--- src/rtl/ghost_pkg.sv ---
// Shared definitions for the ghost direction mailbox.
// Provides the direction code enumeration, default geometry constants and
// the direction legality check used by every lane.
package ghost_pkg;

  localparam int unsigned N_GHOSTS = 4;
  localparam int unsigned DIR_W    = 3;
  localparam int unsigned LANE_W   = 4;
  localparam int unsigned CNT_W    = 8;

  // Number of defined direction codes; anything at or above is illegal.
  localparam int unsigned NUM_DIR_CODES = 5;

  typedef enum logic [2:0] {
    STOP  = 3'd0,
    UP    = 3'd1,
    DOWN  = 3'd2,
    LEFT  = 3'd3,
    RIGHT = 3'd4
  } dir_t;

  // Returns 1 when the code names a defined direction.
  function automatic logic dir_legal(input logic [31:0] code);
    return code < 32'(NUM_DIR_CODES);
  endfunction

endpackage

--- src/rtl/ghost_dir_lane.sv ---
// One ghost lane: committed direction register, legality check and the
// lane's sticky illegal-code flag.
// Ports:
//   Clk, Reset    clock and synchronous active-high reset
//   commit        frame commit strobe for this cycle
//   status_clr    clears the sticky flag (a same-cycle illegal commit wins)
//   code          staged direction code for this lane
//   active        committed direction
//   illegal_flag  sticky: an illegal code was rejected at a commit
module ghost_dir_lane #(
  parameter int unsigned DIR_W = ghost_pkg::DIR_W
) (
  input  logic             Clk,
  input  logic             Reset,
  input  logic             commit,
  input  logic             status_clr,
  input  logic [DIR_W-1:0] code,
  output logic [DIR_W-1:0] active,
  output logic             illegal_flag
);

  logic legal_c;

  assign legal_c = ghost_pkg::dir_legal(32'(code));

  // Illegal codes leave the active direction untouched.
  always_ff @(posedge Clk) begin
    if (Reset) begin
      active       <= DIR_W'(ghost_pkg::STOP);
      illegal_flag <= 1'b0;
    end else begin
      if (commit && legal_c) begin
        active <= code;
      end
      if (commit && !legal_c) begin
        illegal_flag <= 1'b1;
      end else if (status_clr) begin
        illegal_flag <= 1'b0;
      end
    end
  end

endmodule

--- src/rtl/ghost_direction_mailbox.sv ---
// Frame-synchronised mailbox carrying ghost directions from the NIOS to the
// sprite logic. A written word is staged and committed atomically on the
// next frame tick; illegal lanes are rejected, lost writes are counted.
// Ports:
//   Clk, Reset       clock and synchronous active-high reset
//   nios_dir_in      packed staging word, lane i at [i*LANE_W +: LANE_W]
//   nios_wr          stages nios_dir_in
//   frame_tick       commit point, one pulse per frame
//   status_clr       clears illegal flags and overrun counter
//   fpga_dir_out     committed directions per ghost
//   fpga_dir_update  pulse on the cycle the committed set changes
//   nios_dir_rd      committed set repacked, pad bits zero
//   pending          staged word awaiting commit
//   illegal_flags    sticky per-lane illegal-code flags
//   overrun_cnt      saturating count of staged words overwritten
module ghost_direction_mailbox #(
  parameter int unsigned N_GHOSTS = ghost_pkg::N_GHOSTS,
  parameter int unsigned DIR_W    = ghost_pkg::DIR_W,
  parameter int unsigned LANE_W   = ghost_pkg::LANE_W,
  parameter int unsigned CNT_W    = ghost_pkg::CNT_W
) (
  input  logic                               Clk,
  input  logic                               Reset,
  input  logic [N_GHOSTS*LANE_W-1:0]         nios_dir_in,
  input  logic                               nios_wr,
  input  logic                               frame_tick,
  input  logic                               status_clr,
  output logic [N_GHOSTS-1:0][DIR_W-1:0]     fpga_dir_out,
  output logic                               fpga_dir_update,
  output logic [N_GHOSTS*LANE_W-1:0]         nios_dir_rd,
  output logic                               pending,
  output logic [N_GHOSTS-1:0]                illegal_flags,
  output logic [CNT_W-1:0]                   overrun_cnt
);

  localparam logic [CNT_W-1:0] CNT_MAX = '1;

  // Only the code bits of each lane are kept; pad bits are dropped at entry.
  logic [N_GHOSTS-1:0][DIR_W-1:0] stage;
  logic                           commit_c;
  logic                           overrun_c;
  logic                           unused_pad;

  assign commit_c  = frame_tick & pending;
  // A write on a commit cycle replaces already-consumed data, so no overrun.
  assign overrun_c = nios_wr & pending & ~frame_tick;

  // Pad bits of the incoming word carry no information.
  always_comb begin
    unused_pad = 1'b0;
    for (int unsigned i = 0; i < N_GHOSTS; i++) begin
      for (int unsigned b = DIR_W; b < LANE_W; b++) begin
        unused_pad = unused_pad ^ nios_dir_in[i*LANE_W + b];
      end
    end
  end

  // Staging register and pending flag.
  always_ff @(posedge Clk) begin
    if (Reset) begin
      stage   <= '0;
      pending <= 1'b0;
    end else begin
      if (nios_wr) begin
        for (int unsigned i = 0; i < N_GHOSTS; i++) begin
          stage[i] <= nios_dir_in[i*LANE_W +: DIR_W];
        end
        pending <= 1'b1;
      end else if (commit_c) begin
        pending <= 1'b0;
      end
    end
  end

  // Update pulse follows every commit, even one where all lanes were illegal.
  always_ff @(posedge Clk) begin
    if (Reset) begin
      fpga_dir_update <= 1'b0;
    end else begin
      fpga_dir_update <= commit_c;
    end
  end

  // Saturating overrun counter; a same-cycle event lands after the clear.
  always_ff @(posedge Clk) begin
    if (Reset) begin
      overrun_cnt <= '0;
    end else if (status_clr) begin
      overrun_cnt <= overrun_c ? CNT_W'(1) : '0;
    end else if (overrun_c && (overrun_cnt != CNT_MAX)) begin
      overrun_cnt <= overrun_cnt + CNT_W'(1);
    end
  end

  for (genvar g = 0; g < int'(N_GHOSTS); g++) begin : g_lane
    ghost_dir_lane #(
      .DIR_W (DIR_W)
    ) u_lane (
      .Clk          (Clk),
      .Reset        (Reset),
      .commit       (commit_c),
      .status_clr   (status_clr),
      .code         (stage[g]),
      .active       (fpga_dir_out[g]),
      .illegal_flag (illegal_flags[g])
    );
  end

  // Repack committed directions into the NIOS lane layout.
  always_comb begin
    nios_dir_rd = '0;
    for (int unsigned i = 0; i < N_GHOSTS; i++) begin
      nios_dir_rd[i*LANE_W +: DIR_W] = fpga_dir_out[i];
    end
  end

endmodule

--- config.mk ---
export PLATFORM = sky130hd
export DESIGN_NAME = ghost_direction_mailbox
export DESIGN_NICKNAME = d
export VERILOG_FILES = /design/src/rtl/ghost_pkg.sv /design/src/rtl/ghost_dir_lane.sv /design/src/rtl/ghost_direction_mailbox.sv
export SDC_FILE = /design/constraint.sdc
export NUM_CORES = 1
export LEC_CHECK = 0
export CORE_ASPECT_RATIO = 1.5
export CORE_MARGIN = 4
export CORE_UTILIZATION = 30
export CTS_CLUSTER_SIZE = 28
export DETAILED_ROUTE_END_ITERATION = 8
export PLACE_DENSITY = 0.71
export SYNTH_ARGS = -nofsm -noshare
export SYNTH_HDL_FRONTEND = slang
export SYNTH_HIERARCHICAL = 1
export SYNTH_SLANG_ARGS = --single-unit
--- constraint.sdc ---
create_clock -name Clk -period 1.5 [get_ports Clk]
set_input_delay 0.15 -clock Clk [delete_from_list [all_inputs] [get_ports Clk]]
set_output_delay 0.15 -clock Clk [all_outputs]
set_load 0.01 [all_outputs]
# ---- After elaboration in Yosys (flattened, before gate mapping)
# Index checks and enable logic that the tools add are counted.
dict set report totals {
  word_cells 54
  in_bits 21
  output_inout_bits 42
  ff_bits 38
}
dict set report op_classes {
  addsub 1
  eq_ne 1
  bitwise 4
  reduce_logical 19
  n_lt_le_gt_ge 4
  n_mux 10
}
# op n
set ops {}
lappend ops {{8-bit two-way mux} 2}
lappend ops {{3-bit < comparator, second input constant} 4}
lappend ops {{2-bit nonzero test} 6}
lappend ops {{1-bit logical AND} 9}
lappend ops {{8-bit by 1-bit adder with 8-bit output, second input constant} 1}
lappend ops {{1-bit two-way mux} 8}
lappend ops {{8-bit != test, second input constant} 1}
lappend ops {{1-bit logical NOT} 4}
lappend ops {{1-bit bitwise AND} 3}
lappend ops {{1-bit NOT} 1}

# ---- Longest topological paths before layout
# Gate-level depths: netlist (run 1).
dict set report depth {
  depth_word 5
  depth_mapped 6
}

# ---- Hierarchy
# Netlist (run 1), hierarchy kept.
# mod seq_area_each_um2 area_per_inst_um2 n_inst cells_each
set by_module_without_submodules {}
lappend by_module_without_submodules {ghost_direction_mailbox 440.4 1024.7 1 111}
lappend by_module_without_submodules {ghost_dir_lane 80.1 197.7 4 20}

# ---- Worst setup path before layout (run 1)
# OpenSTA, ideal clock, no wires.
dict set report synth_timing {
  path_type {register to register}
  start {register overrun_cnt[0]}
  end {register overrun_cnt[3]}
  slack_ns -0.094
  path_stages_with_launch 6
  t_required_ns 1.441
  n_path_buf 0
  setup_ns 0.059
  t_arrival_ns 1.535
  synth_period_minus_slack_ns 1.594
  path_cell_list {dfxtp_1 ha_1 and4_1 a21bo_4 or4_1 nand2_1}
}
dict set report synth_between {
  elab_chain_cells 3
}
# element line
set synth_lines {}
lappend synth_lines {{from (decl)} ghost_direction_mailbox.sv:33} ;# output logic [CNT_W-1:0] overrun_cnt
lappend synth_lines {{from (signal assigned)} ghost_direction_mailbox.sv:89} ;# overrun_cnt <= overrun_c ? CNT_W'(1) : '0;
lappend synth_lines {{from (signal assigned)} ghost_direction_mailbox.sv:91} ;# overrun_cnt <= overrun_cnt + CNT_W'(1);
lappend synth_lines {{8-bit by 1-bit adder with 8-bit output / 8-bit != test (equally long branches)} {ghost_direction_mailbox.sv:91, ghost_direction_mailbox.sv:90}}
lappend synth_lines {{8-bit two-way mux / 1-bit logical AND (equally long branches)} ghost_direction_mailbox.sv:90} ;# end else if (overrun_c && (overrun_cnt != CNT_MAX)) begin
lappend synth_lines {{8-bit two-way mux / 2-bit nonzero test (equally long branches)} -}
# Several ways; a longest one is shown, not always the timed one. The select of a mux whose other input is x is not followed.
# A chain may end at the register's enable or synchronous reset.

# ---- Final worst setup path (run 1)
dict set report layout_timing {
  start {register overrun_cnt[1]}
  end {register overrun_cnt[3]}
}
# The elaborated chain is that of the path after synthesis.

==> impl_metrics.toml, run 1 <==
[worst_setup_path]
r2r-start = "overrun_cnt[1]"
worst-r2r-setup-slack_ns = 0.06
cp.arrival_ns = 1.67
crit_path_end_kind = "flip-flop"
cp.required_ns = 1.73
start_kind = "flip-flop"
worst_r2r_path_depth = 5
crit_type = "flip-flop to flip-flop"
worstPathMaxFanout = 4
worstReg2RegEnd = "overrun_cnt[3]"

[global_routing]
gr-total-overflow = 0
grt_pass1_vias = 1413
antenna_found_initial = 0
grt_max_degree = 22
grt_pass1_wl_microns = 6570
grt.total_usage_pct = 11.3

[clock_tree]
post-cts-setup-buffer-count = 0
cts_tree = "built"
clock_sinks = 38
hold_buffers = 0
clockBufferDepth = 2
cts_made_buffers = 5
cts_root_buffer = "clkbuf_8"
ctsResizeCount = 0
clk_pin_slew_ns = 0.07
worst_skew_pair.late_latency_ns = 0.28
cts_max_level = 2

[finish]
final_cells = 321
area_delta_synth_final_pct = 39.2
fill_cells = 557
fin_util_pct = 43.4
multi_input_area_sq_um = 875
layout.nets = 270
final_area_sq_mm = 0.00253
seqCellArea_sq_um = 764
layout_commonest_cell = "clkdlybuf4s50_1"
diodes = 0
layout_common_cells = "clkdlybuf4s50_1, dfxtp_1, nor2_1"
final_layout_size_suffix_gt1_share_pct = 16.1

[floorplan]
io_pins = 63
initial_utilization_pct = 31.2
die_w_microns = 71.5
die-area_sq_mm = 0.00739
row_count = 34
core_area_sq_mm = 0.00583
die_h_microns = 103

[timing]
hold_viol_final = 0
fmax_mhz = 695
fin_crit_sh_pct = 95.9
grt_setup_unrepaired = "no"
fin_crit_ns = 1.44
slew_viol_final = 0
timing.final.ws_setup_ns = 0.0620
fin_worst_skew_ns = 0.00399
setup_viol = 0

[placement]
detailed_place_hpwl_microns = 3120
globalplace.congestion = 0.814
placed_cell_area_sq_mm = 0.00243
place_ws_ns = -0.156
place_inst = 313
port_buffers = 54

[worst_hold_path]
hold_depth = 3
min_to = "stage[4]"
hold_path_class = "input port to flip-flop"
min_from = "nios_dir_in[5]"

[logic_synthesis]
yosysSeqAreaShare_pct = 41.9
ys_ff_latch = 38
synth_top_family_by_area = "simple AND/OR/NAND/NOR gates"
synth_compound_area_share_pct = 17.7
muxShareOfSynthArea_pct = 6.62
ys_warn_count = 6
synth_area_per_cell_sq_um = 9.51
netlist_instances = 191
yosysUniqueCellTypes = 33
synthXorXnorAreaFrac_pct = 0
netlist_area_sq_mm = 0.00182
synth-adder-area-share_pct = 0.689
synth_simple_gate_area_share_pct = 22.1

[pwr]
powerDensity_mw_per_mm2 = 829
leakagePower_nw = 0.959
power_mw = 2.09
vdd_drop_max_v = 0.000486

[route]
drcViolationCount = 0
wl_microns = 4010
first_pass_iters = 4
routed_via_density = 4.73
final_antenna_net_count = 0
wl_per_cell_microns = 12.5
drt_iter0_markers = 65
vias = 1518

[job]
maxCapViolations = 0

[status]
outcome = "completed"
sequential cells by signal, summed over array words and instances, names as in the netlist:
| register | count |
|---|---|
| g_lane.u_lane/active | 12 |
| stage | 12 |
| overrun_cnt | 8 |
| g_lane.u_lane/illegal_flag | 4 |
| fpga_dir_update | 1 |
| pending | 1 |
worst max-delay path, stage by stage, from the launching register on:
cell and delay (ns):
dfxtp_1 0.31, ha_2 0.18, and4_4 0.21, a21bo_4 0.20, or4_1 0.40, nand2_1 0.08
cell families (layout without fill, tap and decap cells):
| kind of cell | count (synthesis) | count (layout) |
|---|---|---|
| mux | 12 | 12 |
| simple gates | 67 | 67 |
| buf+inv | 34 | 89 |
| compound gates | 38 | 38 |
| other cells | 1 | 4 |
| flops | 38 | 38 |
| fa+ha+maj | 1 | 1 |
where the power goes:
group | switching (mW) | total (mW) | internal (mW)
Combinational | 0.120 | 0.290 | 0.169
Clock | 0.349 | 0.720 | 0.371
Sequential | 0.0387 | 1.08 | 1.05
worst max path at each step:
stage                   startpoint        endpoint  slack [ns]  cells past startpoint
floorplan           overrun_cnt[1]  overrun_cnt[3]       0.006                      5
global placement        frame_tick  overrun_cnt[3]       -0.11                      5
detailed placement      frame_tick  overrun_cnt[3]       -0.16                      5
CTS                 overrun_cnt[3]  overrun_cnt[3]        0.02                      1
global route        overrun_cnt[1]  overrun_cnt[3]        0.02                      5
finish              overrun_cnt[1]  overrun_cnt[3]        0.06                      5
cell usage after synthesis:
cell type / instances / share of area (%)
and4_1: 2 / 0.97
or4_1: 1 / 0.41
a32o_1: 4 / 2.2
and3b_1: 5 / 2.4
buf_2: 1 / 0.28
o21ai_0: 8 / 2.2
or2_2: 1 / 0.34
and2_1: 1 / 0.34
a21oi_1: 8 / 2.2
nand4b_1: 1 / 0.48
buf_4: 18 / 7.4
nor4bb_1: 1 / 0.55
nand3_1: 2 / 0.55
nand2b_4: 4 / 3.0
and3_1: 3 / 1.0
nor2b_1: 9 / 3.1
ha_1: 1 / 0.69
a221oi_2: 8 / 6.6
nor3b_1: 1 / 0.41
clkbuf_1: 2 / 0.41
mux2i_1: 12 / 6.6
nand2b_1: 4 / 1.4
a21bo_4: 1 / 0.90
nor3_1: 3 / 0.83
nand3b_1: 1 / 0.41
dfxtp_1: 38 / 42
o211ai_1: 5 / 2.1
inv_1: 13 / 2.7
nor2_1: 15 / 3.1
conb_1: 1 / 0.21
a31oi_1: 3 / 1.0
nand2_1: 13 / 2.7
a41oi_1: 1 / 0.48
layer usage:
layer | vias to the layer above | GRT usage [%] | routed length [microns]
met3 | 5 | 3.19 | 263
li1 | 766 | - | -
met5 | - | 0 | 0
met4 | 0 | 3.91 | 59
met1 | 702 | 12.6 | 1660
met2 | 45 | 20.5 | 2030
metrics by stage:
stage | hold slack (ns) | TNS, ns
6_report | 0.469 | 0
4_1_cts | 0.462 | 0
3_5_place_dp | 0.470 | -0.363
2_1_floorplan | 0.216 | 0
5_1_grt | 0.483 | 0
3_3_place_gp | 0.460 | -0.184
layout make-up:
class,instances,area share (%)
multi-input cells,122,34.6
flip-flops and latches,38,30.2
repair buffers,68,26.0
well taps,72,3.56
clock buffers,7,3.42
inverters,13,1.93
clock inverters,1,0.198
No activity file was read; power rests on OpenSTA's default activity.
==> inputs of run 2 (changes only) <==
--- a/config.mk
+++ b/config.mk
@@ -10,7 +10,7 @@
 export CORE_UTILIZATION = 30
 export CTS_CLUSTER_SIZE = 28
 export DETAILED_ROUTE_END_ITERATION = 8
-export PLACE_DENSITY = 0.71
+export PLACE_DENSITY = 0.69
 export SYNTH_ARGS = -nofsm -noshare
 export SYNTH_HDL_FRONTEND = slang
 export SYNTH_HIERARCHICAL = 1
==> constraint.sdc (replaced) <==
create_clock -name Clk -period 1.4 [get_ports Clk]
set_input_delay 0.14 -clock Clk [delete_from_list [all_inputs] [get_ports Clk]]
set_output_delay 0.14 -clock Clk [all_outputs]
set_load 0.01 [all_outputs]
==> impl_metrics.toml, run 2 (synthesis results as in run 1) <==
[clock_tree]
clock_sinks = 38
hold_buffers = 0
post-cts-setup-buffer-count = 0
clk_pin_slew_ns = 0.08
cts_root_buffer = "clkbuf_8"
cts_max_level = 2
worst_skew_pair.late_latency_ns = 0.29
cts_made_buffers = 5
clockBufferDepth = 2
cts_tree = "built"

[route]
drcViolationCount = 0
wl_microns = 4090
wl_per_cell_microns = 12.5
first_pass_iters = 4
routed_via_density = 4.80
drt_iter0_markers = 82
vias = 1570
final_antenna_net_count = 0

[finish]
fill_cells = 557
largestRegisters = "g_lane.u_lane/active x12, stage x12, overrun_cnt x8"
layout.nets = 276
layout_commonest_cell = "clkdlybuf4s50_1"
final_area_sq_mm = 0.00259
final_layout_size_suffix_gt1_share_pct = 19.2
area_delta_synth_final_pct = 42.8
multi_input_area_sq_um = 892
diodes = 0
layout_common_cells = "clkdlybuf4s50_1, dfxtp_1, buf_4"
seqCellArea_sq_um = 767

[status]
outcome = "completed"

[floorplan]
io_pins = 63
die_h_microns = 103
initial_utilization_pct = 31.2
row_count = 34
die-area_sq_mm = 0.00739
die_w_microns = 71.5
core_area_sq_mm = 0.00583

[pwr]
powerDensity_mw_per_mm2 = 870
power_mw = 2.25
leakagePower_nw = 1.06
vdd_drop_max_v = 0.000558

[worst_hold_path]
hold_path_class = "input port to flip-flop"
min_from = "nios_dir_in[8]"
min_to = "stage[6]"
hold_depth = 3

[job]
maxCapViolations = 0

[timing]
grt_setup_unrepaired = "yes"
fin_worst_skew_ns = 0.00573
setup_viol = 0
tns_ns = 0
fmax_mhz = 715
hold_viol_final = 0
timing.hold.ws_ns = 0.463
slew_viol_final = 0
fin_crit_ns = 1.40
fin_crit_sh_pct = 99.9

[worst_setup_path]
r2r-start = "overrun_cnt[0]"
worst-r2r-setup-slack_ns = 0.0007
worst_r2r_path_depth = 5
worstPathMaxFanout = 2
critPathSlowestCell = "or4_1"
cp.required_ns = 1.64
crit_path_end_kind = "flip-flop"
crit_type = "flip-flop to flip-flop"
cpPeakStageDelay_ns = 0.39
start_kind = "flip-flop"
path_cells = "ha_4 -> and4_4 -> a21bo_4 -> or4_1 -> nand2_1"
cp_top_family = "simple AND/OR/NAND/NOR gates"
worstReg2RegEnd = "overrun_cnt[3]"
crit_buf_inv = 0
cp.arrival_ns = 1.64

[global_routing]
gr-total-overflow = 0
grt_max_degree = 22
grt_pass1_wl_microns = 6820
antenna_found_initial = 0
grt.total_usage_pct = 11.5
grt_pass1_vias = 1520

[placement]
placed_cell_area_sq_mm = 0.00249
detailed_place_hpwl_microns = 3180
port_buffers = 54
globalplace.congestion = 0.794
-- run 2: tightest hold or removal path: stages --
cell	delay, ns
clkdlybuf4s50_1	0.39
mux2i_1	0.13
nor2_1	0.05
-- run 2: per-stage QoR --
step           std cells  worst slack (ns)  util (%)
6_report             327          0.000725      44.5
5_1_grt              327           -0.0418      44.5
4_1_cts              327         -0.000693      44.3
3_5_place_dp         319            -0.214      42.8
3_3_place_gp         319            -0.188      42.8
2_1_floorplan        194           -0.0291         -
-- run 2: worst max path at each step --
stage | start | to | slack, ns | cells past startpoint
after floorplan | overrun_cnt[0] | overrun_cnt[3] | -0.03 | 5
after global placement | frame_tick | overrun_cnt[3] | -0.19 | 5
after detailed placement | nios_wr | overrun_cnt[3] | -0.21 | 5
after CTS | overrun_cnt[0] | overrun_cnt[3] | -0.0007 | 5
after global routing | overrun_cnt[0] | overrun_cnt[3] | -0.04 | 5
final | overrun_cnt[0] | overrun_cnt[3] | 0.0007 | 5
-- run 2: repair_timing --
action,4_1_cts,5_1_grt
resized for setup,8,3
endpoints found under the hold margin,0,0
endpoints found under the setup margin,8,5
-- run 2: per-layer routing --
metal  track usage (%)  vias to the layer above  routed length [microns]
li1                  -                      781                        -
met1              12.8                      745                     1770
met2              20.9                       39                     2020
met3              3.09                        5                      247
met4              3.91                        0                       58
met5                 0                        -                        0
-- run 2: power by group --
| group | switching (mW) | internal [mW] |
|---|---|---|
| logic | 0.131 | 0.179 |
| registers | 0.0421 | 1.12 |
| clock network | 0.388 | 0.396 |
| total | 0.561 | 1.69 |
-- run 2: final cells by class --
type,instances,share of cell area (%)
inverters,13,1.88
repair buffers,74,27.0
flip-flops and latches,38,29.6
well taps,72,3.47
multi-input cells,122,34.4
clock buffers,6,3.19
clock inverters,2,0.483
==> inputs of run 3 (changes only) <==
--- a/config.mk
+++ b/config.mk
@@ -11,6 +11,7 @@
 export CTS_CLUSTER_SIZE = 28
 export DETAILED_ROUTE_END_ITERATION = 8
 export PLACE_DENSITY = 0.69
+export REMOVE_ABC_BUFFERS = 1
 export SYNTH_ARGS = -nofsm -noshare
 export SYNTH_HDL_FRONTEND = slang
 export SYNTH_HIERARCHICAL = 1
==> impl_metrics.toml, run 3 (synthesis results as in run 1) <==
[timing]
setup_viol = 0
hold_viol_final = 0
fin_crit_sh_pct = 99.0
fin_worst_skew_ns = 0.00556
grt_setup_unrepaired = "yes"
fin_crit_ns = 1.39
fmax_mhz = 722
slew_viol_final = 0

[worst_setup_path]
worst_r2r_path_depth = 5
worstPathMaxFanout = 2
r2r-start = "overrun_cnt[1]"
start_kind = "flip-flop"
cp.arrival_ns = 1.61
worst-r2r-setup-slack_ns = 0.01
cp.required_ns = 1.63
worstReg2RegEnd = "overrun_cnt[3]"
crit_path_end_kind = "flip-flop"
crit_type = "flip-flop to flip-flop"

[finish]
final_area_sq_mm = 0.00258
layout_common_cells = "clkdlybuf4s50_1, dfxtp_1, buf_4"
final_layout_size_suffix_gt1_share_pct = 18.3
diodes = 0
largestRegisters = "g_lane.u_lane/active x12, stage x12, overrun_cnt x8"
layout_commonest_cell = "clkdlybuf4s50_1"
area_delta_synth_final_pct = 42.0
layout.nets = 275
fin_util_pct = 44.2

[floorplan]
initial_utilization_pct = 31.2
die_w_microns = 71.5
die_h_microns = 103
die-area_sq_mm = 0.00739
core_area_sq_mm = 0.00583
row_count = 34
io_pins = 63

[global_routing]
grt_max_degree = 24
grt_pass1_vias = 1449
grt_pass1_wl_microns = 6910
grt.total_usage_pct = 11.9
antenna_found_initial = 0
gr-total-overflow = 0

[pwr]
vdd_drop_max_v = 0.000452
powerDensity_mw_per_mm2 = 856
leakagePower_nw = 1.07

[clock_tree]
hold_buffers = 0
clockBufferDepth = 2
worst_skew_pair.late_latency_ns = 0.29
clk_pin_slew_ns = 0.07
clock_sinks = 38
cts_made_buffers = 5
cts_root_buffer = "clkbuf_8"
cts_tree = "built"
cts_max_level = 2

[placement]
globalplace.congestion = 0.798
placed_cell_area_sq_mm = 0.00245
detailed_place_hpwl_microns = 3260
port_buffers = 54

[worst_hold_path]
min_to = "stage[5]"
min_from = "nios_dir_in[6]"
hold_path_class = "input port to flip-flop"
hold_depth = 3

[route]
drt_iter0_markers = 48
drcViolationCount = 0
final_antenna_net_count = 0
wl_microns = 4280
vias = 1555
routed_via_density = 4.80
first_pass_iters = 4
wl_per_cell_microns = 13.2

[job]
maxCapViolations = 0

[status]
outcome = "completed"
## run 3: final cells by class
| cell class | count | area (sq um) |
|---|---|---|
| fillers | 590 | 3250 |
| multi-input cells | 122 | 905 |
| flip-flops and latches | 38 | 764 |
| repair buffers | 73 | 687 |
| well taps | 72 | 90.1 |
| clock buffers | 6 | 82.6 |
| inverters | 13 | 48.8 |
## run 3: worst max-delay path: stages, from the launching register on
cell     delay (ns)
dfxtp_1        0.33
ha_4           0.16
and4_4         0.18
a21bo_4        0.20
or4_1          0.40
nand2_1        0.06
## run 3: worst max-delay path by stage
| stage | startpoint | cells after the start | slack, ns | end |
|---|---|---|---|---|
| after global routing | overrun_cnt[1] | 5 | -0.02 | overrun_cnt[3] |
| after detailed placement | nios_wr | 5 | -0.24 | overrun_cnt[3] |
| after global placement | nios_wr | 5 | -0.21 | overrun_cnt[3] |
| final | overrun_cnt[1] | 5 | 0.01 | overrun_cnt[3] |
| after floorplan | overrun_cnt[0] | 5 | -0.19 | overrun_cnt[3] |
| after CTS | overrun_cnt[0] | 5 | -0.03 | overrun_cnt[3] |
## run 3: repair_timing
action,4_1_cts,5_1_grt
pin swaps,2,0
setup endpoints to repair,8,7
gates cloned,0,0
buffers inserted,0,0
resized for setup,8,10
## run 3: per-stage QoR
stage	setup slack, ns	std cells	power (mW)	hold WS (ns)	TNS, ns
6_report	0.0144	324	2.21	0.463	0
5_1_grt	-0.0153	324	2.32	0.466	-0.0153
4_1_cts	-0.0342	324	2.24	0.461	-0.0622
3_5_place_dp	-0.238	318	1.50	0.460	-1.74
3_3_place_gp	-0.214	318	1.50	0.459	-1.35
2_1_floorplan	-0.194	173	1.31	0.206	-0.299
## run 3: power by group
part,total [mW],leakage [nW],internal (mW),switching (mW)
Combinational,0.308,0.716,0.177,0.131
Clock,0.735,0.0431,0.380,0.355
Sequential,1.16,0.311,1.12,0.0427
## run 3: routing by layer
metal	vias up	GRT usage [%]	part of all wire, %
li1	772	-	-
met4	0	4.34	1.5
met2	44	22.0	52
met3	6	2.90	5.9
met5	-	0	0
met1	733	13.1	40
